===== src/rtl/capture_pkg.sv =====
// Shared definitions for the image-capture path: packer state encoding,
// pixels-per-word derivation and counter sizing used on both sides of the FIFO.
package capture_pkg;

  localparam logic [1:0] ST_IDLE    = 2'd0;
  localparam logic [1:0] ST_ARMED   = 2'd1;
  localparam logic [1:0] ST_CAPTURE = 2'd2;
  localparam logic [1:0] ST_DONE    = 2'd3;

  typedef enum logic [1:0] {
    IDLE    = ST_IDLE,
    ARMED   = ST_ARMED,
    CAPTURE = ST_CAPTURE,
    DONE    = ST_DONE
  } packer_state_t;

  function automatic int pixels_per_word(input int data_width, input int pixel_width);
    return data_width / pixel_width;
  endfunction

  // A counter for a single-entry range still needs one bit to exist.
  function automatic int counter_width(input int depth);
    return (depth > 1) ? $clog2(depth) : 1;
  endfunction

endpackage


===== src/rtl/pixel_shift_packer.sv =====
// Little-endian pixel-to-word assembler: slot counter, slot insert with zero fill,
// and the word-complete flag for the pixel being accepted this cycle.
module pixel_shift_packer
  import capture_pkg::*;
#(
  parameter int PIXEL_WIDTH = 8,
  parameter int DATA_WIDTH  = 32
) (
  input  logic                   clock,
  input  logic                   reset_n,
  input  logic                   clear,
  input  logic                   pixel_accept,
  input  logic                   line_end,
  input  logic [PIXEL_WIDTH-1:0] pixel_data,
  output logic                   word_complete,
  output logic [DATA_WIDTH-1:0]  word_data
);

  localparam int PPW    = pixels_per_word(DATA_WIDTH, PIXEL_WIDTH);
  localparam int SLOT_W = counter_width(PPW);

  logic [SLOT_W-1:0]     slot_reg, slot_next, slot_base;
  logic [DATA_WIDTH-1:0] data_reg, data_next, data_base;

  // Clearing and accepting in the same cycle makes the current pixel slot 0.
  assign slot_base = clear ? '0 : slot_reg;
  assign data_base = clear ? '0 : data_reg;

  genvar gi;
  generate
    for (gi = 0; gi < PPW; gi++) begin : g_slot
      assign word_data[gi*PIXEL_WIDTH +: PIXEL_WIDTH] =
        (pixel_accept && (slot_base == SLOT_W'(gi))) ? pixel_data
                                                     : data_base[gi*PIXEL_WIDTH +: PIXEL_WIDTH];
    end
  endgenerate

  assign word_complete = pixel_accept && ((slot_base == SLOT_W'(PPW - 1)) || line_end);

  // Emptied slots are kept at zero so short words come out zero-padded.
  always_comb begin
    slot_next = slot_base;
    data_next = data_base;
    if (word_complete) begin
      slot_next = '0;
      data_next = '0;
    end else if (pixel_accept) begin
      slot_next = slot_base + SLOT_W'(1);
      data_next = word_data;
    end
  end

  always_ff @(posedge clock) begin
    if (!reset_n) begin
      slot_reg <= '0;
      data_reg <= '0;
    end else begin
      slot_reg <= slot_next;
      data_reg <= data_next;
    end
  end

endmodule


===== src/rtl/pixel_word_packer.sv =====
// Camera-to-FIFO packer: capture FSM, line/frame geometry counters, FIFO push
// generation and dropped-word accounting around pixel_shift_packer.
module pixel_word_packer
  import capture_pkg::*;
#(
  parameter int PIXEL_WIDTH = 8,
  parameter int DATA_WIDTH  = 32,
  parameter int LINE_PIXELS = 640,
  parameter int FRAME_LINES = 480
) (
  input  logic                   clock,
  input  logic                   reset_n,
  input  logic                   enable,
  input  logic                   frame_start,
  input  logic                   pixel_valid,
  input  logic [PIXEL_WIDTH-1:0] pixel_data,
  input  logic                   fifo_ready,
  input  logic                   fifo_full,
  output logic                   push_strobe,
  output logic [DATA_WIDTH-1:0]  out_data,
  output logic                   line_done,
  output logic                   frame_done,
  output logic                   frame_aborted,
  output logic                   overflow,
  output logic [15:0]            dropped_count,
  output logic                   busy
);

  localparam int PIX_W  = counter_width(LINE_PIXELS);
  localparam int LINE_W = counter_width(FRAME_LINES);

  packer_state_t state_reg, state_next;
  logic [PIX_W-1:0]      pix_cnt_reg, pix_cnt_next, pix_base;
  logic [LINE_W-1:0]     line_cnt_reg, line_cnt_next, line_base;
  logic                  restart, accept, line_end, frame_end, drop;
  logic                  word_complete;
  logic [DATA_WIDTH-1:0] word_data;

  logic                  push_strobe_reg, push_strobe_next;
  logic [DATA_WIDTH-1:0] out_data_reg, out_data_next;
  logic                  line_done_reg, line_done_next;
  logic                  frame_done_reg, frame_done_next;
  logic                  frame_aborted_reg, frame_aborted_next;
  logic                  overflow_reg, overflow_next;
  logic [15:0]           dropped_reg, dropped_next, dropped_base;

  // A frame_start in ARMED or CAPTURE begins a fresh frame on this very cycle.
  assign restart   = enable && frame_start && (state_reg == ARMED || state_reg == CAPTURE);
  assign accept    = enable && pixel_valid && (state_reg == CAPTURE || restart);
  assign pix_base  = restart ? '0 : pix_cnt_reg;
  assign line_base = restart ? '0 : line_cnt_reg;
  assign line_end  = (pix_base == PIX_W'(LINE_PIXELS - 1));
  assign frame_end = line_end && (line_base == LINE_W'(FRAME_LINES - 1));
  assign drop      = word_complete && (!fifo_ready || fifo_full);

  pixel_shift_packer #(
    .PIXEL_WIDTH(PIXEL_WIDTH),
    .DATA_WIDTH (DATA_WIDTH)
  ) u_packer (
    .clock        (clock),
    .reset_n      (reset_n),
    .clear        (restart || !enable),
    .pixel_accept (accept),
    .line_end     (line_end),
    .pixel_data   (pixel_data),
    .word_complete(word_complete),
    .word_data    (word_data)
  );

  always_comb begin
    state_next = state_reg;
    if (!enable) begin
      state_next = IDLE;
    end else begin
      case (state_reg)
        IDLE:    state_next = ARMED;
        ARMED:   if (frame_start) state_next = (accept && frame_end) ? DONE : CAPTURE;
        CAPTURE: if (accept && frame_end) state_next = DONE;
        DONE:    state_next = ARMED;
        default: state_next = IDLE;
      endcase
    end
  end

  always_comb begin
    pix_cnt_next  = enable ? pix_base  : '0;
    line_cnt_next = enable ? line_base : '0;
    if (accept) begin
      if (line_end) begin
        pix_cnt_next  = '0;
        line_cnt_next = frame_end ? '0 : line_base + LINE_W'(1);
      end else begin
        pix_cnt_next  = pix_base + PIX_W'(1);
      end
    end

    push_strobe_next   = word_complete && !drop;
    out_data_next      = push_strobe_next ? word_data : out_data_reg;
    line_done_next     = accept && line_end;
    frame_done_next    = accept && frame_end;
    frame_aborted_next = enable && frame_start && (state_reg == CAPTURE);

    // Drop accounting restarts with the frame, then records this cycle's loss.
    dropped_base  = restart ? 16'd0 : dropped_reg;
    overflow_next = restart ? 1'b0 : overflow_reg;
    dropped_next  = dropped_base;
    if (drop) begin
      overflow_next = 1'b1;
      if (dropped_base != 16'hFFFF) dropped_next = dropped_base + 16'd1;
    end
  end

  always_ff @(posedge clock) begin
    if (!reset_n) begin
      state_reg         <= IDLE;
      pix_cnt_reg       <= '0;
      line_cnt_reg      <= '0;
      push_strobe_reg   <= 1'b0;
      out_data_reg      <= '0;
      line_done_reg     <= 1'b0;
      frame_done_reg    <= 1'b0;
      frame_aborted_reg <= 1'b0;
      overflow_reg      <= 1'b0;
      dropped_reg       <= '0;
    end else begin
      state_reg         <= state_next;
      pix_cnt_reg       <= pix_cnt_next;
      line_cnt_reg      <= line_cnt_next;
      push_strobe_reg   <= push_strobe_next;
      out_data_reg      <= out_data_next;
      line_done_reg     <= line_done_next;
      frame_done_reg    <= frame_done_next;
      frame_aborted_reg <= frame_aborted_next;
      overflow_reg      <= overflow_next;
      dropped_reg       <= dropped_next;
    end
  end

  assign push_strobe   = push_strobe_reg;
  assign out_data      = out_data_reg;
  assign line_done     = line_done_reg;
  assign frame_done    = frame_done_reg;
  assign frame_aborted = frame_aborted_reg;
  assign overflow      = overflow_reg;
  assign dropped_count = dropped_reg;
  assign busy          = (state_reg == CAPTURE);

endmodule


===== config.mk =====
export PLATFORM = sky130hd
export DESIGN_NAME = pixel_word_packer
export DESIGN_NICKNAME = d
export VERILOG_FILES = /design/src/rtl/capture_pkg.sv /design/src/rtl/pixel_shift_packer.sv /design/src/rtl/pixel_word_packer.sv
export SDC_FILE = /design/constraint.sdc
export NUM_CORES = 1
export LEC_CHECK = 0
export BUFFER_PORTS_ARGS = -buffer_cell sky130_fd_sc_hd__buf_2
export CORE_AREA = 5 5 161 117
export CTS_BUF_LIST = sky130_fd_sc_hd__clkbuf_4 sky130_fd_sc_hd__clkbuf_8
export CTS_CLUSTER_SIZE = 28
export DETAILED_ROUTE_END_ITERATION = 16
export DIE_AREA = 0 0 166 122
export PLACE_DENSITY = 0.5
export RECOVER_POWER = 100
export SLEW_MARGIN = 10
export SYNTH_ARGS = -nofsm -noshare
export SYNTH_HDL_FRONTEND = slang
export SYNTH_HIERARCHICAL = 1
export SYNTH_SLANG_ARGS = --single-unit

===== constraint.sdc =====
create_clock -name clock -period 4.83 [get_ports clock]
set_clock_uncertainty 0.1 [all_clocks]
set_input_delay 0.966 -clock clock [delete_from_list [all_inputs] [get_ports clock]]
set_output_delay 0.966 -clock clock [all_outputs]
set_load 0.03 [all_outputs]

# Word-level counts from Yosys, hierarchy flattened
# Cells that the tools add are included.
totals:
  register_bits: 108
  inputBits: 15
  word_cells: 84
op_classes:
  addsub: 4
  n_eq_ne: 11
  mux: 26
  bitwise: 1
  n_reduce_logical: 30
op_table:
  columns: ["operator", "n"]
  rows:
  - ["32-bit two-way mux", 2]
  - ["16-bit two-way mux", 3]
  - ["9-bit two-way mux", 5]
  - ["10-bit two-way mux", 4]
  - ["8-bit two-way mux", 4]
  - ["16-bit by 1-bit adder with 16-bit output, second input constant", 1]
  - ["16-bit inequality test, second input constant", 1]
  - ["1-bit logical AND", 15]
  - ["10-bit by 1-bit adder with 10-bit output, second input constant", 1]
  - ["10-bit == test, second input constant", 1]
  - ["9-bit by 1-bit adder with 9-bit output, second input constant", 1]
  - ["9-bit == test, second input constant", 1]
  - ["2-bit == test, second input constant", 4]
  - ["2-bit two-way mux", 4]
  - ["2-bit one-hot mux with 3 select lines", 1]
  - ["1-bit logical OR", 5]
  - ["2-bit by 1-bit == test with 1-bit output, second input constant", 2]
  - ["2-bit zero test", 2]
  - ["2-bit AND reduction", 2]
  - ["2-bit OR reduction", 2]
  - ["1-bit zero test", 3]
  - ["1-bit two-way mux", 3]
  - ["2-bit by 1-bit adder with 2-bit output, second input constant", 1]
  - ["2-bit by 1-bit inequality test with 1-bit output, second input constant", 1]
  - ["3 further kinds", 3]

# Depth between registers and ports, before layout
# Gate-level depths: netlist of run 1.
depth:
  depth_word: 11
  depth_mapped: 17
  ltp_nobuf: 14

# Hierarchy
# The synthesis of run 1 kept the hierarchy.
modules_own_cells:
  columns: ["module", "instances", "cells_each", "area_each_um2"]
  rows:
  - ["pixel_word_packer", 1, 428, 3407.0]
  - ["pixel_shift_packer", 1, 196, 1617.8]

# Least setup slack after synthesis of run 1
# Ideal clock, no wire load.
synth_path:
  kind: "input to register"
  start: "in enable"
  end: "reg dropped_reg[14], in the netlist dropped_count[14]"
  setup_time_ps: 132
  t_arrival_ps: 3790
  slack_ps: 807
  path_stages: 16
  n_path_buf: 4
  path_cell_list: "buf_6 > nand3b_1 > clkbuf_1 > clkbuf_1 > and2_1 > ha_1 > nand3_1 > nor3_4 > nand2_1 > inv_1 > o21a_1 > o21ai_0 > a31o_2 > buf_4 > o311ai_0 > a21oi_1"
synth_lines:
  columns: ["item", "line", "rtl"]
  rows:
  - ["start, declared", "pixel_word_packer.sv:13", "input logic enable,"]
  - ["1-bit logical AND (2 in series)", "pixel_word_packer.sv:48", "assign restart = enable && frame_start && (state_reg == ARMED || state_reg == CAPTURE);"]
  - ["10-bit two-way mux", "pixel_word_packer.sv:50", "assign pix_base = restart ? '0 : pix_cnt_reg;"]
  - ["10-bit == test", "pixel_word_packer.sv:52", "assign line_end = (pix_base == PIX_W'(LINE_PIXELS - 1));"]
  - ["via line_end", "pixel_word_packer.sv:35", "logic restart, accept, line_end, frame_end, drop;"]
  - ["1-bit logical OR", "pixel_shift_packer.sv:38", "assign word_complete = pixel_accept && ((slot_base == SLOT_W'(PPW - 1)) || line_end);"]
  - ["1-bit logical AND", "pixel_shift_packer.sv:38", null]
  - ["via word_complete", "pixel_word_packer.sv:36", "logic word_complete;"]
  - ["1-bit logical AND", "pixel_word_packer.sv:54", "assign drop = word_complete && (!fifo_ready || fifo_full);"]
  - ["16-bit two-way mux", "pixel_word_packer.sv:107", "if (drop) begin"]
  - ["end signal, assigned", "pixel_word_packer.sv:135", "dropped_reg <= dropped_next;"]
  - ["end, declared", "pixel_word_packer.sv:45", "logic [15:0] dropped_reg, dropped_next, dropped_base;"]
# The timed path passes the listed nets, and every way through them passes these cells.
# A chain may end at the register's enable or synchronous reset.

# Worst setup path in the final report of run 1
layout_path:
  start: "reg state_reg[0]"
  end: "reg out_data_reg[10], in the netlist out_data[10]"
layout_between:
  elab_chain_cells: 11
layout_rtl:
  columns: ["item", "line", "rtl"]
  rows:
  - ["start, declared", "pixel_word_packer.sv:32", "packer_state_t state_reg, state_next;"]
  - ["start signal, assigned", "pixel_word_packer.sv:126", "state_reg <= state_next;"]
  - ["parallel branches: the longest is 7 deep, another holds 10-bit two-way mux", null, null]
  - ["1-bit logical AND *", "pixel_shift_packer.sv:38", null]
  - ["via word_complete", "pixel_word_packer.sv:36", null]
  - ["1-bit logical AND", "pixel_word_packer.sv:54", null]
  - ["1-bit zero test", "pixel_word_packer.sv:97", "push_strobe_next = word_complete && !drop;"]
  - ["1-bit logical AND *", "pixel_word_packer.sv:97", null]
  - ["end signal, assigned", "pixel_word_packer.sv:130", "out_data_reg <= out_data_next;"]
  - ["end, declared", "pixel_word_packer.sv:40", "logic [DATA_WIDTH-1:0] out_data_reg, out_data_next;"]
# Mark *: on every way through the listed nets, which the timed path passes.

==> flow_summary_export.csv, run 1 <==
group,metric,value,unit
min_path,min_path_type,"register to register",
drt,num_vias,4455,
sta,whs,0.3586,ns
sta,finalCriticalPeriod,3.913,ns
final_layout,fin_nets,698,
floorplan,die_area,20250,um2
pwr,switching_share,0.2296,
cts,clock_sinks,108,
cts,postCtsHoldBufs,0,
min_path,min_from,"out_data[20]$_SDFFE_PN0P_",
yosys,synth_area_leader_cell,"dfxtp_1",
yosys,synth_cells,624,
global_route,grt_pass1_wl,22.58,mm
sta,tightest_slew,1.585,ns
run_status,outcome,"finished with violations",
sta,final.setup.tns,0,ns
pwr,peakVddDrop,147.2,uV
sta,max_freq,255.6,MHz
worst_setup_path,end_kind,"register",
placed_design,hpwl,9.525,mm
run_status,violations,"max-capacitance violations, max-slew violations",
pwr,p_leak,2.034,nW
pwr,seqPwrFrac,0.562,
yosys,ys_ff_latch,108,
flow_run,cap_violations,2,
placed_design,place_congestion,0.8444,
floorplan,die_h,122,um
drt,vias_per_cell,4.869,
pwr,p_per_area,279.3,nW/um2
sta,finalSetupViolCount,0,
cts,cts_tree,"built",
placed_design,post_dp_cell_area,5553,um2
pwr,power.share.clock,0.390,
placed_design,io_buffers,68,
sta,maxSlewHeadroom,-0.05666,
pwr,combPwrFrac,0.047,
cts,clk_pin_slew,0.10,ns
floorplan,num_io_pins,69,
global_route,grt_max_degree,52,
floorplan,die_x,166,um
floorplan,row_count,41,
worst_setup_path,r2r_start,"state_reg[0]$_SDFFE_PN0P_",
drt,wl_per_cell,14.97,um
cts,h-tree-depth,3,
cts,cts.path.max_buffers,2,
drt,drtIter0Drc,297,
yosys,syn_avg_cell_area,8.053,um2
yosys,yosysWarningCount,6,
cts,post-cts-setup-buffers,0,
global_route,antenna_found_initial,0,
sta,hold_viol,0,
drt,dr.pass1.iters,5,
sta,rsz0062_at_grt,"no",
global_route,grt_use_total,0.1376,
yosys,async_reset_ff_frac,0,
worst_setup_path,worst-path-max-fanout,36,
worst_setup_path,crit_arrival,4.13,ns
sta,finalCritPeriodShare,0.8101,
cts,insertion_delay,0.39,ns
yosys,ys.flop_type,"dfxtp_1",
yosys,yosysUniqueCellTypes,58,
final_layout,drive_gt1_frac,0.07658,
cts,post_cts_resized,0,
yosys,synth_fp_nets,648,
sta,drv_slew,69,
cts,root_buffer,"clkbuf_8",
yosys,synth_area_leaders,"dfxtp_1, nand2_1, a21oi_1",
yosys,synth_seq_area_share,0.4303,
global_route,grt_pass1_vias,4256,
worst_setup_path,cp-start-kind,"register",
floorplan,coreArea,17390,um2
worst_setup_path,critPathLaunch,"state_reg[0]$_SDFFE_PN0P_",
yosys,synth_edf_count,0,
pwr,p_sw,364.9,uW
drt,totalWireLength,13.69,mm
final_layout,areaGrowthSynthToFinish,13.25,%
final_layout,stdcell_area,5690,um2
drt,ant_nets,0,
pwr,internal_power,1.224,mW
final_layout,diodes,0,
worst_setup_path,worstSetupPathType,"register to register",
worst_setup_path,worst_ep_required_time,5.04,ns
floorplan,initial_core_util,0.2889,
drt,drc_errors,0,
yosys,synth_area,5025,um2
global_route,grt-ovfl-total,0,
yosys,synth_top_area_frac,0.4303,
cts,cts_buffers,9,
-- logic make-up after synthesis --
| group | count (synthesis) | share of synthesized area |
|---|---|---|
| AO/OA/AOI/OAI | 135 | 0.1763 |
| XOR/XNOR | 4 | 0.006973 |
| adder cells (fa/ha/maj) | 9 | 0.02241 |
| buffers and inverters | 59 | 0.05229 |
| flip-flops | 108 | 0.4303 |
| multiplexers | 6 | 0.01270 |
| AND/OR/NAND/NOR | 303 | 0.2991 |
-- stage by stage --
| step | std cells | setup WS [ns] | util | power [mW] |
|---|---|---|---|---|
| floorplan | 624 | 0.8073 | - | 0.9631 |
| global placement | 899 | 0.9597 | 0.3193 | 0.9880 |
| detailed placement | 899 | 0.8550 | 0.3193 | 0.9908 |
| CTS | 915 | 1.171 | 0.3320 | 1.614 |
| global route | 915 | 0.4297 | 0.3272 | 1.659 |
| finish | 915 | 0.9171 | 0.3272 | 1.589 |
-- placed cells by master (no fill, tap or decap), types with 6 or more instances in the layout --
master | netlist | routed
nand3b_1 | 29 | 29
nand4_1 | 8 | 8
nand3_1 | 25 | 25
ha_1 | 9 | 9
dfxtp_1 | 108 | 108
a21oi_1 | 77 | 77
nor2_1 | 22 | 22
a31oi_1 | 7 | 7
nor2b_1 | 11 | 11
and3_1 | 10 | 10
and2_1 | 12 | 9
clkbuf_1 | 24 | 58
o21ai_0 | 10 | 10
clkbuf_8 | 0 | 9
nor3_1 | 9 | 9
a32oi_2 | 8 | 8
nand2_1 | 154 | 154
buf_2 | 9 | 14
buf_4 | 2 | 6
inv_1 | 19 | 19
-- path summary, 6_finish.rpt --
kind	endpoint	cells past startpoint	slack, ns
min	out_data[20]$_SDFFE_PN0P_	2	0.36
min reg2reg	out_data[20]$_SDFFE_PN0P_	2	0.36
max reg2reg	out_data[10]$_SDFFE_PN0P_	13	0.92
max	out_data[10]$_SDFFE_PN0P_	13	0.92
-- layout make-up --
cell class / instances / area (um2)
repair buffers: 78 / 332.8
flip-flops and latches: 108 / 2162
inverters: 20 / 75.07
clock inverters: 4 / 73.82
fillers: 1858 / 11700
well taps: 236 / 295.3
multi-input cells: 457 / 2605
clock buffers: 12 / 146.4
-- metal layers --
layer	vias to the layer above	wire, um	share of wire	track usage
met1	2075	7122	0.52	0.1977
met4	0	201	0.015	0.04534
met5	-	0	0	0
li1	2263	-	-	-
met2	104	5742	0.42	0.2008
met3	13	628	0.046	0.03536
-- critical path, stage by stage (launching register included) --
cell,delay (ns)
dfxtp_1,0.41
inv_1,0.06
ha_1,0.33
nand3b_1,0.23
buf_4,0.28
nand2_1,0.17
nand2b_1,0.15
inv_1,0.09
ha_1,0.22
o21a_1,0.22
nand3b_1,0.08
clkbuf_1,1.14
nand2_1,0.13
a21oi_1,0.19
-- power by group through the flow --
stage	Clock, mW	Sequential [mW]	Combinational (mW)
final	0.621	0.894	0.0751
after floorplan	0	0.914	0.0490
after CTS	0.643	0.894	0.0767
after global placement	0	0.914	0.0739
after global routing	0.681	0.894	0.0834
after detailed placement	0	0.914	0.0765
-- Yosys cell counts, types with 3 or more instances --
library cell  instances
o31ai_1               4
dfxtp_1             108
a41oi_1               3
a21oi_1              77
mux2i_1               3
ha_1                  9
and2_1               12
a211oi_1              3
nand4_1               8
nand3b_1             29
nand2b_1              5
or4_1                 4
buf_2                 9
or3_1                 4
nand2_1             154
nor3_1                9
a32oi_2               8
a31oi_1               7
nand3_1              25
inv_1                19
o21ai_0              10
a21o_1                3
buf_6                 3
nor2b_1              11
clkbuf_1             24
nor2_1               22
and3_1               10
Power figures use the tool's default switching activity.
==> run 2, diff against run 1 <==
clock period = 3.8 ns   (was 4.83 ns; I/O delays follow)
==> run 2 against run 1 <==
Net effect:
- the run now ends clean
- total power rose by 24%
- cell count up 0.44%
- combinational power up 29%
- maximum frequency rose by 14%
- routed wire length decreased by 0.15%
- largest power group unchanged
- highest routed layer unchanged
==> flow_summary_export.csv, run 2 (synthesis gave the netlist of run 1 again) <==
group,metric,value,unit
final_layout,drive_gt1_frac,0.08492,
cts,clk_pin_slew,0.10,ns
placed_design,place_congestion,0.8054,
sta,finalSetupViolCount,0,
final_layout,diodes,0,
global_route,grt_pass1_wl,22.43,mm
worst_setup_path,reg2reg_slack,0.37,ns
global_route,grt_use_total,0.1363,
floorplan,initial_core_util,0.2889,
pwr,internal_power,1.504,mW
final_layout,areaGrowthSynthToFinish,13.30,%
floorplan,num_io_pins,69,
placed_design,io_buffers,68,
worst_setup_path,worstSetupPathType,"register to register",
pwr,power.share.clock,0.374,
cts,h-tree-depth,3,
global_route,grt_pass1_vias,4320,
cts,cts_tree,"built",
pwr,p_sw,466.4,uW
sta,tightest_slew,0.7168,ns
final_layout,layout_common_cells,"nand2_1, dfxtp_1, a21oi_1, clkbuf_1, nand3b_1",
sta,final.setup.tns,0,ns
cts,post_cts_resized,0,
worst_setup_path,crit_arrival,3.65,ns
drt,vias_per_cell,4.882,
drt,drtIter0Drc,277,
cts,post-cts-setup-buffers,0,
global_route,grt_max_degree,52,
worst_setup_path,end_kind,"register",
pwr,combPwrFrac,0.049,
global_route,antenna_found_initial,0,
drt,ant_nets,0,
drt,totalWireLength,13.67,mm
cts,cts_buffers,9,
pwr,peakVddDrop,133.2,uV
sta,hold_viol,0,
pwr,p_per_area,346.1,nW/um2
flow_run,cap_violations,0,
sta,maxSlewHeadroom,0.5221,
drt,num_vias,4487,
cts,postCtsHoldBufs,0,
floorplan,die_area,20250,um2
pwr,switching_share,0.2367,
floorplan,row_count,41,
cts,clock_sinks,108,
worst_setup_path,cp-start-kind,"register",
sta,drv_slew,0,
final_layout,fin_nets,704,
sta,finalCritPeriodShare,0.9028,
run_status,outcome,"completed",
cts,insertion_delay,0.39,ns
cts,cts.path.max_buffers,2,
floorplan,die_h,122,um
drt,wl_per_cell,14.88,um
pwr,seqPwrFrac,0.576,
floorplan,coreArea,17390,um2
worst_setup_path,worst_ep_required_time,4.02,ns
sta,max_freq,291.5,MHz
sta,finalCriticalPeriod,3.431,ns
floorplan,die_x,166,um
pwr,power,1.970,mW
drt,drc_errors,0,
global_route,grt-ovfl-total,0,
worst_setup_path,worst-path-max-fanout,16,
sta,rsz0062_at_grt,"no",
cts,root_buffer,"clkbuf_8",
drt,dr.pass1.iters,4,
final_layout,final_common_cell,"nand2_1",
placed_design,hpwl,9.537,mm
pwr,p_leak,2.054,nW
min_path,min_path_type,"register to register",
[run 2: layer usage]
metal	part of all wire	routed length, um	GRT usage	vias to the layer above
li1	-	-	-	2266
met1	0.51	6940	0.1907	2103
met2	0.42	5788	0.2031	102
met3	0.049	668	0.04054	16
met4	0.020	276	0.04070	0
met5	0	0	0	-
[run 2: area by class of cell]
class / instances / area, um2
tap: 236 / 295.3
multi-input combinational: 457 / 2592
inverter: 20 / 75.07
clock inverter: 2 / 35.03
fill: 1852 / 11700
sequential: 108 / 2162
clock buffer: 12 / 158.9
timing repair buffer: 84 / 374.1
[run 2: metrics by stage]
stage	std cells	util	area, um2	worst slack (ns)	hold WS, ns
6_report	919	0.3274	5693	0.3694	0.3594
5_1_grt	919	0.3274	5693	0.04194	0.3728
4_1_cts	919	0.3330	5792	0.3612	0.3591
3_5_place_dp	905	0.3219	5598	0.2511	0.3453
3_3_place_gp	905	0.3219	5598	0.3650	0.3432
2_1_floorplan	624	-	5026	0.02758	0.3515
[run 2: path summary, 6_finish.rpt]
kind                             start                           end  cells after the start
min reg2reg  out_data[14]$_SDFFE_PN0P_     out_data[14]$_SDFFE_PN0P_                      2
min          out_data[14]$_SDFFE_PN0P_     out_data[14]$_SDFFE_PN0P_                      2
max          state_reg[0]$_SDFFE_PN0P_  dropped_count[11]$_SDFF_PN0_                     14
max reg2reg  state_reg[0]$_SDFFE_PN0P_  dropped_count[11]$_SDFF_PN0_                     14
[run 2: worst max-delay path, cell delays in order (launching register included)]
cell and delay, ns:
dfxtp_1 0.41, inv_1 0.07, ha_1 0.32, nand3b_1 0.22, and2_1 0.19, ha_1 0.19, nand3_1 0.18, nor3_4 0.23
nand2_1 0.09, inv_1 0.06, o21a_1 0.14, o21ai_0 0.14, a31o_2 0.36, or4_1 0.50, a21oi_1 0.16
[run 2: power groups by stage]
stage / Clock [mW] / Combinational (mW) / Sequential, mW
floorplan: 0 / 0.0625 / 1.16
CTS: 0.771 / 0.0982 / 1.14
global placement: 0 / 0.0956 / 1.16
finish: 0.738 / 0.0968 / 1.14
global route: 0.811 / 0.105 / 1.14
detailed placement: 0 / 0.0979 / 1.16
